File: src/rtl/mem_port_arbiter.sv
// mem_port_arbiter: round-robin arbiter feeding two requesters into one banked memory port.
// Each bank carries a busy counter that enforces per-bank spacing after a grant; read
// grants are tagged through a pipeline so returning data is steered to the right requester.
module mem_port_arbiter #(
  parameter int unsigned WIDTH         = 8,
  parameter int unsigned ADDR_WIDTH    = 5,
  parameter int unsigned NUM_BANK      = 4,
  parameter int unsigned WRITE_LATENCY = 4,
  parameter int unsigned READ_LATENCY  = 5
) (
  input  logic                  i_clk,
  input  logic                  i_rst,
  input  logic                  i_req_a,
  input  logic                  i_we_a,
  input  logic [ADDR_WIDTH-1:0] i_addr_a,
  input  logic [WIDTH-1:0]      i_din_a,
  input  logic                  i_req_b,
  input  logic                  i_we_b,
  input  logic [ADDR_WIDTH-1:0] i_addr_b,
  input  logic [WIDTH-1:0]      i_din_b,
  output logic                  o_gnt_a,
  output logic                  o_gnt_b,
  output logic                  o_rsp_valid_a,
  output logic [WIDTH-1:0]      o_rsp_dout_a,
  output logic                  o_rsp_valid_b,
  output logic [WIDTH-1:0]      o_rsp_dout_b,
  output logic                  o_mem_en,
  output logic                  o_mem_we,
  output logic [ADDR_WIDTH-1:0] o_mem_addr,
  output logic [WIDTH-1:0]      o_mem_din,
  input  logic [WIDTH-1:0]      i_mem_dout
);

  localparam int unsigned BANK_BITS = $clog2(NUM_BANK);
  localparam int unsigned MAX_LAT   = (WRITE_LATENCY > READ_LATENCY) ? WRITE_LATENCY
                                                                      : READ_LATENCY;
  localparam int unsigned CNT_W     = $clog2(MAX_LAT) + 1;
  localparam int unsigned TAG_DEPTH = READ_LATENCY + 1;

  localparam logic [CNT_W-1:0] WR_LOAD = CNT_W'(WRITE_LATENCY - 1);
  localparam logic [CNT_W-1:0] RD_LOAD = CNT_W'(READ_LATENCY - 1);

  // Round-robin pointer and tag-ID encodings
  localparam logic PTR_A = 1'b0;
  localparam logic PTR_B = 1'b1;
  localparam logic ID_A  = 1'b0;
  localparam logic ID_B  = 1'b1;

  logic [CNT_W-1:0]      busy_q [NUM_BANK];
  logic                  rr_q;
  logic [TAG_DEPTH-1:0]  tag_vld_q;
  logic [TAG_DEPTH-1:0]  tag_id_q;

  logic [BANK_BITS-1:0]  bank_a;
  logic [BANK_BITS-1:0]  bank_b;
  logic [BANK_BITS-1:0]  sel_bank;
  logic                  elig_a;
  logic                  elig_b;
  logic                  any_gnt;
  logic                  rd_gnt;
  logic                  sel_id;
  logic                  sel_we;
  logic [ADDR_WIDTH-1:0] sel_addr;
  logic [WIDTH-1:0]      sel_din;
  logic                  rsp_a;
  logic                  rsp_b;

  // Bank is taken from the top address bits
  assign bank_a = i_addr_a[ADDR_WIDTH-1 -: BANK_BITS];
  assign bank_b = i_addr_b[ADDR_WIDTH-1 -: BANK_BITS];

  // Eligibility, round-robin choice and selection of the winning request
  always_comb begin
    elig_a   = i_req_a && (busy_q[bank_a] == '0);
    elig_b   = i_req_b && (busy_q[bank_b] == '0);
    o_gnt_a  = !i_rst && elig_a && (!elig_b || (rr_q == PTR_A));
    o_gnt_b  = !i_rst && elig_b && (!elig_a || (rr_q == PTR_B));
    any_gnt  = o_gnt_a || o_gnt_b;
    sel_id   = o_gnt_b ? ID_B : ID_A;
    sel_we   = o_gnt_b ? i_we_b   : i_we_a;
    sel_addr = o_gnt_b ? i_addr_b : i_addr_a;
    sel_din  = o_gnt_b ? i_din_b  : i_din_a;
    sel_bank = o_gnt_b ? bank_b   : bank_a;
    rd_gnt   = any_gnt && !sel_we;
  end

  // Per-bank busy counters: load on grant, otherwise count down to zero
  always_ff @(posedge i_clk or posedge i_rst) begin
    if (i_rst) begin
      for (int i = 0; i < NUM_BANK; i++) busy_q[i] <= '0;
    end else begin
      for (int i = 0; i < NUM_BANK; i++) begin
        if (any_gnt && (sel_bank == BANK_BITS'(i))) begin
          busy_q[i] <= sel_we ? WR_LOAD : RD_LOAD;
        end else if (busy_q[i] != '0) begin
          busy_q[i] <= busy_q[i] - 1'b1;
        end
      end
    end
  end

  // Round-robin pointer moves to the requester that lost (or did not ask)
  always_ff @(posedge i_clk or posedge i_rst) begin
    if (i_rst) begin
      rr_q <= PTR_A;
    end else if (o_gnt_a) begin
      rr_q <= PTR_B;
    end else if (o_gnt_b) begin
      rr_q <= PTR_A;
    end
  end

  // Registered memory command; address and data hold when idle
  always_ff @(posedge i_clk or posedge i_rst) begin
    if (i_rst) begin
      o_mem_en   <= 1'b0;
      o_mem_we   <= 1'b0;
      o_mem_addr <= '0;
      o_mem_din  <= '0;
    end else begin
      o_mem_en <= any_gnt;
      o_mem_we <= any_gnt && sel_we;
      if (any_gnt) begin
        o_mem_addr <= sel_addr;
        o_mem_din  <= sel_din;
      end
    end
  end

  // Read tag pipeline; last stage lines up with valid memory data
  always_ff @(posedge i_clk or posedge i_rst) begin
    if (i_rst) begin
      tag_vld_q <= '0;
      tag_id_q  <= '0;
    end else begin
      tag_vld_q <= {tag_vld_q[TAG_DEPTH-2:0], rd_gnt};
      tag_id_q  <= {tag_id_q[TAG_DEPTH-2:0], sel_id};
    end
  end

  assign rsp_a = tag_vld_q[TAG_DEPTH-1] && (tag_id_q[TAG_DEPTH-1] == ID_A);
  assign rsp_b = tag_vld_q[TAG_DEPTH-1] && (tag_id_q[TAG_DEPTH-1] == ID_B);

  // Capture returning read data into the tagged requester's response register
  always_ff @(posedge i_clk or posedge i_rst) begin
    if (i_rst) begin
      o_rsp_valid_a <= 1'b0;
      o_rsp_valid_b <= 1'b0;
      o_rsp_dout_a  <= '0;
      o_rsp_dout_b  <= '0;
    end else begin
      o_rsp_valid_a <= rsp_a;
      o_rsp_valid_b <= rsp_b;
      if (rsp_a) o_rsp_dout_a <= i_mem_dout;
      if (rsp_b) o_rsp_dout_b <= i_mem_dout;
    end
  end

endmodule

File: config.mk
export PLATFORM = sky130hd
export DESIGN_NAME = mem_port_arbiter
export DESIGN_NICKNAME = d
export VERILOG_FILES = /design/src/rtl/mem_port_arbiter.sv
export SDC_FILE = /design/constraint.sdc
export NUM_CORES = 1
export LEC_CHECK = 0
export ABC_AREA = 1
export ABC_CLOCK_PERIOD_IN_PS = 8400
export BUFFER_PORTS_ARGS = -buffer_cell sky130_fd_sc_hd__buf_4
export CORE_MARGIN = 2
export CORE_UTILIZATION = 57
export CTS_BUF_LIST = sky130_fd_sc_hd__clkbuf_4 sky130_fd_sc_hd__clkbuf_8 sky130_fd_sc_hd__clkbuf_16
export DETAILED_ROUTE_END_ITERATION = 8
export GPL_ROUTABILITY_DRIVEN = 0
export GPL_TIMING_DRIVEN = 0
export PLACE_DENSITY = 0.89
export SYNTH_ARGS = -nofsm -noshare
export SYNTH_HDL_FRONTEND = slang
export SYNTH_SLANG_ARGS = --single-unit
File: constraint.sdc
create_clock -name i_clk -period 8.4 [get_ports i_clk]
set_clock_uncertainty 0.15 [all_clocks]
set_input_delay 1.68 -clock i_clk [delete_from_list [all_inputs] [get_ports i_clk]]
set_output_delay 1.68 -clock i_clk [all_outputs]
set_load 0.01 [all_outputs]
### After elaboration in Yosys (flattened, before gate mapping)

Index checks and enable logic that the tools add are counted.
W data, S select, Z words.

* equal/unequal tests: 3
* $mul: 0
* divide/modulo/power cells: 0
* shift-type cells: 0
* reductions and logical operators: 33
* $add $sub $neg: 4
* $lt $le $gt $ge: 2
* bitwise operators: 4
* mux-type cells: 22

Operators by type and width (number)
* $mux W4: 12
* $bmux W4 S2: 2
* $reduce_bool A4 Y1: 4
* $sub A4 B1 Y4 const B: 4
* $logic_and A1 B1 Y1: 14
* $reduce_bool A2 Y1: 5
* $logic_not A4 Y1: 2
* $mux W8: 1
* $ge A3 B3 Y1 const B: 2
* $not A2 Y3: 2
* $mux W5: 1
* $eq A2 B2 Y1 const B: 2
* $logic_not A1 Y1: 4
* $mux W1: 4
* $logic_or A1 B1 Y1: 3
* $mux W3: 1
* $eq A2 B1 Y1 const B: 1
* $logic_not A2 Y1: 1
* $mux W2: 1
* $not A1 Y1: 2

* bits in registers: 62
* memories kept: 0
* bits in writable memories: 0
* bits in latches: 0
* memory bits (read-only): 0
* input bits: 40
* output and inout port bits: 35

### Depth between registers and ports, before layout

* word-level depth: 13
* gate-level depth with buffers: 13
* gate-level depth less buffers: 13

### Worst setup path before layout

OpenSTA, ideal clock, no wires.

* kind: input to output
* start point: input i_rst
* end point: output o_gnt_a
* slack: 2.909 ns
* cell stages on the path: 3
* data arrival time: 3.661 ns
* buffers on the path: 0
* cell sequence: inv_1 -> nand4_1 -> nor2_1

* word-level cells in the longest chain between the ends: 3

Ends and longest elaborated chain
* from (decl): line 12 `input logic i_rst,`
* $logic_not A1 Y1 (no source line)
* $logic_and A1 B1 Y1 (2 in series): line 76 `o_gnt_a = !i_rst && elig_a && (!elig_b || (rr_q == PTR_A));`
* to (decl): line 21 `output logic o_gnt_a,`

No other way between the ends.

### Final worst setup path

* start point: input i_addr_b[4]
* end point: output o_gnt_b

* word-level cells in the longest chain between the ends: 8

Ends and longest elaborated chain
* from (decl): line 19 `input logic [ADDR_WIDTH-1:0] i_addr_b,`
* $not A2 Y3 (implied by the code): line 75 `elig_b = i_req_b && (busy_q[bank_b] == '0);`
* $bmux W4 S2: line 75
* $mux W4 (implied by the code) (2 in series): line 75
* $logic_not A4 Y1: line 75
* $logic_and A1 B1 Y1: line 75
* $logic_and A1 B1 Y1 (2 in series): line 77 `o_gnt_b = !i_rst && elig_b && (!elig_a || (rr_q == PTR_B));`
* to (decl): line 22 `output logic o_gnt_b,`

No other way between the ends. The select of a mux whose other input is x is not followed.

==> flow_metrics.env <==
export IMPL_cts_repair_timing_setup_buffer_count=0
export IMPL_post_synth_inst_count=312
export IMPL_synth_cell_area_um2=2950
export IMPL_finish_cell_count_without_fillers=472
export IMPL_hpwlAfterDp_um=4840
export IMPL_data_required_critical_path_ns=6.57
export IMPL_die_x_um=75.9
export IMPL_synth_fp_nets=360
export IMPL_timing_critical_path_to_type="output pin"
export IMPL_hold_violations=0
export IMPL_routed_via_density=5.23
export IMPL_power_density_relative_to_cell_area_nw_per_um2=321
export IMPL_share_of_the_synthesized_area_in_compound_gates_ao_oa_aoi_oai_pct=7.17
export IMPL_drt_pass1_iter_count=5
export IMPL_grt_first_pass_wirelength_um=11200
export IMPL_vias=2470
export IMPL_finalWorstPathRequiredPeriod_ns=4.86
export IMPL_synth_fa_ha_area_share_pct=3.39
export IMPL_avgRoutedWirePerCell_um=14.3
export IMPL_finalWirelength_um=6750
export IMPL_critPathArrivalTime_ns=3.03
export IMPL_post_route_period_util_pct=57.9
export IMPL_report_final_setup_viol=0
export IMPL_syn2layout_area_growth_pct=27.9
export IMPL_cts_resized=0
export IMPL_synth_seq_cells=62
export IMPL_cellLeakagePower_nw=1.99
export IMPL_dpl_instance_area_um2=3610
export IMPL_final_setup_tns_ns=0
export IMPL_synth_async_reset_ratio_pct=100
export IMPL_hold_class="register to register"
export IMPL_htree_levels=3
export IMPL_synth_top_cells_by_area="dfrtp_1, nand2_1, inv_1"
export IMPL_worstSetupPathType="input pin to output pin"
export IMPL_design_area_um2=3770
export IMPL_drc_errors=0
export IMPL_most_common_cell_after_layout_fill_and_taps_aside="buf_4"
export IMPL_critical_path_max_fanout=11
export IMPL_fp_dieArea_um2=5770
export IMPL_cts_buffers_inserted=9
export IMPL_slew_viol_final=0
export IMPL_max_cap_viol_count=0
export IMPL_yosys_area_top_type="dfrtp_1"
export IMPL_io_pin_count=75
export IMPL_clock_sinks=62
export IMPL_unrepaired_setup_endpoints_after_global_routing="no"
export IMPL_synth_area_per_cell_um2=9.46
export IMPL_number_of_global_route_vias_before_repair=2454
export IMPL_outcome="completed"
export IMPL_max_vdd_ir_drop_mv=0.179
export IMPL_total_power_mw=1.21
export IMPL_synth_sequential_area_ratio_pct=52.6
export IMPL_worst_skew_pair_late_latency_ns=0.34
export IMPL_synth_cell_types=30
export IMPL_seqCellArea_um2=1550
export IMPL_buffer_ports_inserted=74
export IMPL_first_iter_violations=120
export IMPL_finalCoreUtilization_pct=74.8
export IMPL_overflow_left_after_global_routing=0
export IMPL_multi_input_area_um2=1220
export IMPL_worst_pin_slew_ns=0.517
export IMPL_cts_max_path_buffers=2
export IMPL_start_util_pct=58.5
export IMPL_cts_root_buf="clkbuf_8"
export IMPL_cts_tree="done"
export IMPL_dominantRegCellSynth="dfrtp_1"
export IMPL_synthSimpleGateAreaFrac_pct=28.3
export IMPL_design_final_nets=446
export IMPL_detail_route_antenna_nets=0
export IMPL_diodes=0
export IMPL_core_rowCount=26
export IMPL_synth_edf_count=0
export IMPL_layout_drive_gt1_share_pct=32.6
export IMPL_max_freq_mhz=206
export IMPL_synth_warning_count=0
export IMPL_all_layer_global_routing_usage_pct=24.6
export IMPL_synth_xor_area_share_pct=2.67
export IMPL_place_detailed_instances=457
export IMPL_grt_max_degree=46
export IMPL_synth_top_family_by_area="simple AND/OR/NAND/NOR gates"
export IMPL_number_of_antenna_violations_at_the_first_check_in_global_routing=0
export IMPL_core_region_area_um2=5040
export IMPL_synth_mux_area_fraction_pct=0
export IMPL_postCtsHoldBufs=0
export IMPL_synth_top_area_share_pct=52.6
export IMPL_cp_start_kind="input pin"
export IMPL_final_fill_count=349
export IMPL_floorplan_die_height_um=75.9
export IMPL_layout_common_cells="buf_4, dfrtp_1, nand2_1"
export IMPL_timing_slew_headroom_pct=65.5
export IMPL_clkTransAtPathRegs_ns=0.06
[cells by family after synthesis]
kind of cell             Yosys count
buffers and inverters             45
flip-flops                        62
adder cells (fa/ha/maj)            8
XOR/XNOR                           9
AO/OA/AOI/OAI                     38
AND/OR/NAND/NOR                  150
[metrics by stage]
stage	setup WS, ns	hold WS (ns)
after floorplan	2.91	0.181
after global placement	2.17	0.184
after detailed placement	3.55	0.186
after CTS	3.54	0.201
after global routing	3.44	0.213
final	3.54	0.198
[metal layers]
metal / GRT usage (%) / vias to the layer above / wire (um)
li1: - / 1180 / -
met1: 29.8 / 1183 / 2790
met2: 41.8 / 88 / 3450
met3: 6.19 / 19 / 344
met4: 10.9 / 0 / 168
met5: 0 / - / 0
[report_power, final]
| part | leakage (nW) | internal [mW] | total, mW | switching [mW] |
|---|---|---|---|---|
| clock network | 0.0851 | 0.106 | 0.219 | 0.113 |
| logic | 1.16 | 0.230 | 0.501 | 0.271 |
| registers | 0.744 | 0.413 | 0.490 | 0.0772 |
[worst max-delay path: stages]
cell and delay (ns):
buf_4 0.13, inv_1 0.10, nand3_1 0.11, nand3_2 0.10
nand3_4 0.10, nor2_8 0.18, nand2_4 0.12, inv_1 0.10
buf_2 0.24, buf_4 0.16
[path summary, 6_finish.rpt]
check | start | to | slack [ns] | cells past startpoint
setup / recovery | i_addr_b[4] | o_gnt_b | 3.54 | 10
hold reg to reg | tag_vld_q[2]$_DFF_PP0_ | tag_vld_q[3]$_DFF_PP0_ | 0.20 | 0
setup reg to reg | busy_q[14]$_DFFE_PP0P_ | busy_q[6]$_DFFE_PP0P_ | 6.24 | 12
min in group asynchronous | i_rst | rr_q$_DFFE_PP0P_ | 1.22 | 2
max in group asynchronous | i_rst | o_mem_we$_DFF_PP0_ | 6.29 | 3
hold / removal | tag_vld_q[2]$_DFF_PP0_ | tag_vld_q[3]$_DFF_PP0_ | 0.20 | 0
[registers in the layout (all words and copies together) (netlist names)]
name           cells
o_rsp_dout_a       8
rr_q               1
o_mem_din          8
o_mem_addr         5
o_rsp_valid_a      1
o_rsp_valid_b      1
busy_q            16
o_mem_we           1
tag_id_q           6
o_rsp_dout_b       8
tag_vld_q          6
o_mem_en           1
[cells in the mapped netlist, types with 6 or more instances]
library cell	number
o22ai_1	11
o21ai_0	20
nand2_2	7
nand3_1	13
nand3_2	6
nand2_1	56
dfrtp_1	62
ha_1	8
nor2_1	28
inv_1	36
nor3_1	16
[final cells by class]
cell class	count	share of cell area [%]
tap	70	2.32
multi-input combinational	205	32.5
inverter	39	3.88
sequential	62	41.1
timing repair buffer	75	15.3
clock inverter	5	0.730
buffer	6	0.730
clock buffer	10	3.48
Power figures use the tool's default switching activity.
